[src/rtl/gate_truth_sweeper.sv]
// Drives a two-input gate through 00,01,10,11, samples its output after a
// programmable settle time and reports the captured truth table.
module gate_truth_sweeper #(
    parameter int         SETTLE_CYCLES = 2,
    parameter logic [3:0] EXPECTED      = 4'b1110
) (
    input  logic       clk,
    input  logic       rst,
    input  logic       start,
    input  logic       sense_y,
    output logic       drv_a,
    output logic       drv_b,
    output logic       busy,
    output logic       done,
    output logic [3:0] table_out,
    output logic       match,
    output logic [3:0] mismatch
);

    // state  | meaning
    // IDLE   | inputs parked at 0, waiting for start
    // SETTLE | vector idx driven, counting settle cycles
    // SAMPLE | vector idx still driven, sense_y captured at the edge
    // DONE   | one-cycle result-valid pulse
    typedef enum logic [1:0] {IDLE, SETTLE, SAMPLE, DONE} state_t;

    // A zero settle time is clamped to one cycle.
    localparam logic [7:0] SETTLE_LAST =
        (SETTLE_CYCLES <= 1) ? 8'd0 : 8'(SETTLE_CYCLES - 1);

    state_t     state, state_nxt;
    logic [1:0] idx;
    logic [7:0] cnt;
    logic [3:0] cap;
    logic [3:0] cap_nxt;

    always_ff @(posedge clk or posedge rst) begin
        if (rst) state <= IDLE;
        else     state <= state_nxt;
    end

    always_comb begin
        state_nxt = state;
        case (state)
            IDLE:    if (start) state_nxt = SETTLE;
            SETTLE:  if (cnt == SETTLE_LAST) state_nxt = SAMPLE;
            SAMPLE:  state_nxt = (idx == 2'd3) ? DONE : SETTLE;
            DONE:    state_nxt = IDLE;
            default: state_nxt = IDLE;
        endcase
    end

    always_comb begin
        drv_a = 1'b0;
        drv_b = 1'b0;
        busy  = 1'b0;
        done  = 1'b0;
        case (state)
            SETTLE, SAMPLE: begin
                {drv_a, drv_b} = idx;
                busy           = 1'b1;
            end
            DONE: begin
                busy = 1'b1;
                done = 1'b1;
            end
            default: ;
        endcase
    end

    // Capture including the bit being sampled this cycle, so results can
    // load on the same edge that enters DONE.
    always_comb begin
        cap_nxt      = cap;
        cap_nxt[idx] = sense_y;
    end

    always_ff @(posedge clk or posedge rst) begin
        if (rst) begin
            idx       <= 2'd0;
            cnt       <= 8'd0;
            cap       <= 4'd0;
            table_out <= 4'd0;
            match     <= 1'b0;
            mismatch  <= 4'd0;
        end else begin
            case (state)
                IDLE: begin
                    if (start) begin
                        idx <= 2'd0;
                        cnt <= 8'd0;
                        cap <= 4'd0;
                    end
                end
                SETTLE: cnt <= cnt + 8'd1;
                SAMPLE: begin
                    cap <= cap_nxt;
                    if (idx == 2'd3) begin
                        table_out <= cap_nxt;
                        match     <= (cap_nxt == EXPECTED);
                        mismatch  <= cap_nxt ^ EXPECTED;
                    end else begin
                        idx <= idx + 2'd1;
                        cnt <= 8'd0;
                    end
                end
                default: ;
            endcase
        end
    end

endmodule

[config.mk]
export PLATFORM = sky130hd
export DESIGN_NAME = gate_truth_sweeper
export DESIGN_NICKNAME = d
export VERILOG_FILES = /design/src/rtl/gate_truth_sweeper.sv
export SDC_FILE = /design/constraint.sdc
export NUM_CORES = 1
export LEC_CHECK = 0
export ABC_AREA = 0
export ABC_CLOCK_PERIOD_IN_PS = 2950
export BUFFER_PORTS_ARGS = -buffer_cell sky130_fd_sc_hd__buf_2
export CAP_MARGIN = 20
export CORE_MARGIN = 1.5
export CORE_UTILIZATION = 40
export DETAILED_ROUTE_END_ITERATION = 8
export PLACE_DENSITY = 0.56
export SETUP_SLACK_MARGIN = 0.02
export SYNTH_ARGS = -nofsm -noshare
export SYNTH_HDL_FRONTEND = slang
export SYNTH_SLANG_ARGS = --single-unit
[constraint.sdc]
create_clock -name clk -period 2.95 [get_ports clk]
set_input_delay 0.1475 -clock clk [delete_from_list [all_inputs] [get_ports clk]]
set_output_delay 0.1475 -clock clk [all_outputs]
set_load 0.01 [all_outputs]
; Yosys cells after proc, flatten, opt, wreduce, memory -nomap -nowiden
; Cells that the tools add are included.
[op_classes]
addsub = 2
n_lt_le_gt_ge = 2
n_eq_ne = 9
muxes = 19
bitwise = 1
n_reduce_logical = 11
[ops]
columns = op, n
row1 = one-hot mux 8 bit (3 select lines), 1
row2 = two-way mux 8 bit, 2
row3 = two-way mux 2 bit, 5
row4 = "adder 8 x 1 -> 8 bit, second input constant", 1
row5 = "equality test 8 x 1 -> 1 bit, second input constant", 1
row6 = one-hot mux 2 bit (4 select lines), 1
row7 = one-hot mux 4 bit (2 select lines), 1
row8 = "equality test 2 bit, second input constant", 3
row9 = "inequality test 2 bit, second input constant", 3
row10 = AND reduction 2 bit, 3
row11 = AND reduction 3 bit, 2
row12 = two-way mux 1 bit, 5
row13 = bitwise mux 4 bit, 1
row14 = "equality test 4 bit, second input constant", 1
row15 = two-way mux 4 bit, 1
row16 = one-hot mux 2 bit (2 select lines), 1
row17 = "less-than comparator 2 x 3 -> 1 bit, second input constant", 1
row18 = inverter 3 bit, 1
row19 = nonzero test 3 bit, 1
row20 = OR reduction 3 bit, 1
row21 = "adder 2 x 1 -> 2 bit, second input constant", 1
row22 = demux 1 bit (select 2 bit), 1
row23 = "equality test 2 x 1 -> 1 bit, second input constant", 1
row24 = ">= comparator 2 x 1 -> 1 bit, second input constant", 1
row25 = 4 further kinds, 4
[totals]
regBits = 25
out_inout_bits = 13
wordCells = 51

; Depth between registers and ports, before layout
[depth]
depth_word = 6
ltp_mapped = 6
mapped_depth_nobuf = 5

; Worst setup path after synthesis
; OpenSTA, ideal clock, no wires.
[synth_path]
path_kind = register to register
from = register idx[0]
to = register cnt[5]
arrival_time_ns = 1.658
required_time_ns = 2.846
slack_ns = 1.188
stages_incl_launch_ff = 6
n_path_buf = 1
path_cell_list = dfrtp_1 -> ha_1 -> buf_6 -> a21o_4 -> or4_1 -> o311ai_1
[synth_between]
elab_chain_cells = 3
[synth_rtl]
columns = element, line_no
row1 = start: declaration, 32  ; logic [1:0] idx;
row2 = start signal: assignment, 103  ; idx <= idx + 2'd1;
row3 = equality test 2 bit, 98  ; if (idx == 2'd3) begin
row4 = inequality test 2 bit (no line), -
row5 = AND reduction 3 bit (no line), -
row6 = end signal: assignment, 95  ; SETTLE: cnt <= cnt + 8'd1;
row7 = end: declaration, 33  ; logic [7:0] cnt;
; No other way between the ends.
; A chain may end at the register's enable or synchronous reset.

; Final worst setup path
[layout_path]
from = register state[0]
to = register cnt[6]
[layout_between]
elab_chain_cells = 3
[layout_rtl]
columns = element, line_no
row1 = start: declaration, 31  ; state_t state, state_nxt;
row2 = start signal: assignment, 39  ; else state <= state_nxt;
row3 = equality test 2 bit (tied with other cells), 87  ; case (state)
row4 = inequality test 2 bit (no line) or nonzero test 3 bit (tied branches), -
row5 = AND reduction 3 bit (no line), -
; Parallel ways exist; a longest one is shown, timed or not.

==> summary.md <==
| Metric | Value |
|---|---|
| Clock skew | 6.336 ps |
| FILL cells | 315 |
| Setup Viol. Count Final | 0 |
| Post-Syn Nets | 153 |
| CP max FO | 12 |
| Hpwl dp | 2087 um |
| Worst slew pin tran | 888.7 ps |
| Static Leakage | 0.6551 nW |
| Post-cts gate resize count | 0 |
| Worst skew pair latency | 310 ps |
| Critical-path cell list | inv_1, ha_1, nor2b_1, nor4_1, a221o_1 |
| Post-DP Area | 0.001440 mm2 |
| Tot GR Track Use | 17.78% |
| 1st-pass router iterations | 4 |
| Pint | 370.6 uW |
| Largest net degree at the start of global routing | 24 |
| Synth Register Bits | 23 |
| Cell Area, Synth | 0.001345 mm2 |
| Final ANT Viol Nets | 0 |
| Num ports | 17 |
| Postcts setup bufs | 0 |
| YS warnings | 0 |
| Congestion Overflow GR | 0 |
| Fmax | 487.9 MHz |
| RSZ-0062 raised after global routing | false |
| Antenna violations before repair | 0 |
| Slowest stage delay, CP | 650 ps |
| First-pass GRT wire length | 4850 um |
| Wire per inst | 14.42 um |
| Avg Vias per Cell | 5.566 |
| CTS Buf Count | 3 |
| Required @ worst endpoint | 3160 ps |
| Detailed Route Iter0 Violations | 33 |
| Class of the most critical hold timing path | in2async |
| Setup TNS Final | 0 ps |
| Slowest-stage cell, CP | nor2b_1 |
| Die width | 60.99 um |
| I/O Buffers | 16 |
| Antenna cells | 0 |
| FFs w/ async S/R, synth | 100.0% |
| Most common cell after layout, fill and taps aside | dfrtp_1 |
| Top FF cell, synth | dfrtp_1 |
| Pre-CTS setup slack | 929.3 ps |
| Final Hold Vio Count | 0 |
| PnR worst setup slack | 900.3 ps |
| Fin cells | 196 |
| Max VDD drop | 0.00009404 V |
| Slew HR | 40.69% |
| Fin area | 0.001466 mm2 |
| Num rows | 20 |
| Power Density | 320.2 mW/mm2 |
| Hold buffer count at CTS | 0 |
| Power share of the clock group | 30.5% |
| Register area share after synthesis | 42.79% |
| Final min period | 2050 ps |
| Slew Limit Fails | 0 |
| Worst hold slack | 4.887 ps |
| Number of synthesized flops with an enable pin | 0 |
| Sequential share of power | 67.1% |
| H-tree levels | 1 |
| Syn Area/Cell | 9.677 um2 |
| Die Span Y | 60.99 um |
| Die area | 0.003719 mm2 |
| Util after Layout | 46.88% |
| Ratio of final minimum period to clock period | 69.48% |
| Max Cap Viol | 0 |
| Overall Power | 469.6 uW |
| Worst Setup Path Type | reg2reg |
| Critical path arrival | 2260 ps |
| # DRC | 0 |
| Distinct cells, synth | 42 |
| Vias in the first global route | 1033 |
| Net Sw Frac | 21.09% |
| CORE AREA | 0.003128 mm2 |
| Vias after detailed routing | 1091 |
| Worst reg2reg setup slack | 900 ps |
| Critical path launch point type | flip-flop |
| RePlAce Congestion | 0.8266 |
| Cell total after placement | 192 |
| Sink Count | 23 |
| NumNets Final | 167 |
| Worst setup EP type | flip-flop |
| Net load switching power | 99.04 uW |
| Status | complete, no violations |
| Total routed wirelength | 2827 um |
| Bufs on Longest Clock Path | 2 |
| Synth Instances | 139 |
| P&R area growth vs syn | 9.024% |
| Layout cells sized above 1 | 16.45% |
| Highest-count cells in the layout ignoring fill and taps | dfrtp_1, buf_2, nand2_1 |
| CTS tree | done |
| Clock-pin slew on the worst setup and hold paths | 120 ps |
| Root Driver | clkbuf_4 |
| Initial core utilization | 43.00% |
| Combinational share of power | 2.4% |
-- path summary, 6_finish.rpt --
kind | startpoint | endpoint | cells after the start
setup / recovery | state[0]$_DFFE_PP0P_ | cnt[6]$_DFFE_PP0P_ | 5
hold / removal | rst | cnt[3]$_DFFE_PP0P_ | 2
setup reg to reg | state[0]$_DFFE_PP0P_ | cnt[6]$_DFFE_PP0P_ | 5
hold reg to reg | mismatch[1]$_DFFE_PP0P_ | mismatch[1]$_DFFE_PP0P_ | 1
max in group asynchronous | rst | mismatch[1]$_DFFE_PP0P_ | 2
min in group clk | sense_y | table_out[3]$_DFFE_PP0P_ | 3
-- registers in the layout, indices dropped and copies added (netlist names) --
name,count
cnt,8
idx,2
table_out,4
cap,3
state,2
mismatch,3
match,1
-- cells in the mapped netlist, types with 3 or more instances --
cell | number | area, um2
nand2b_1 | 4 | 25.02
nand2_1 | 12 | 45.04
nor2b_1 | 5 | 31.28
a31o_2 | 3 | 26.28
o21ai_0 | 10 | 50.05
and2_1 | 3 | 18.77
clkbuf_1 | 3 | 11.26
dfrtp_1 | 23 | 575.6
ha_1 | 10 | 125.1
inv_1 | 9 | 33.78
nand3_1 | 5 | 25.02
a22o_1 | 5 | 43.79
nor2_1 | 7 | 26.28
a211oi_1 | 4 | 30.03
-- logic make-up (layout without fill, tap and decap cells) --
| logic type | count (synthesis) | after routing | synth area share (%) |
|---|---|---|---|
| simple gates | 46 | 46 | 18.05 |
| compound gates | 43 | 43 | 23.63 |
| flops | 23 | 23 | 42.79 |
| buf+inv | 16 | 29 | 5.488 |
| fa+ha+maj | 10 | 10 | 9.302 |
| mux | 1 | 1 | 0.7442 |
-- power by group through the flow --
stage / combinational, mW / sequential [mW] / clock, mW
floorplan: 0.00761 / 0.321 / 0
global placement: 0.0116 / 0.321 / 0
detailed placement: 0.0117 / 0.321 / 0
CTS: 0.0118 / 0.315 / 0.153
global route: 0.0132 / 0.315 / 0.170
finish: 0.0111 / 0.315 / 0.143
-- per-layer routing --
layer | vias up | GRT usage [%] | wire, um
met5 | - | 0 | 0
met4 | 0 | 6.522 | 46
met3 | 4 | 2.559 | 67
met2 | 18 | 26.88 | 1218
met1 | 533 | 25.79 | 1495
li1 | 536 | - | -
-- layout make-up --
cell class / instances / area, um2 / area share, %
clock buffers: 4 / 26.28 / 1.792
repair buffers: 16 / 80.08 / 5.461
flip-flops and latches: 23 / 575.6 / 39.25
well taps: 44 / 55.05 / 3.754
multi-input cells: 100 / 695.7 / 47.44
inverters: 9 / 33.78 / 2.304
-- worst max-delay path, delay by kind of cell (launching register included) --
kind / cells / cell delay (ps)
flip-flops: 1 / 450
AND/OR/NAND/NOR: 2 / 800
buffers and inverters: 1 / 120
adder cells (fa/ha/maj): 1 / 240
AO/OA/AOI/OAI: 1 / 340
No activity file was read; power rests on OpenSTA's default activity.
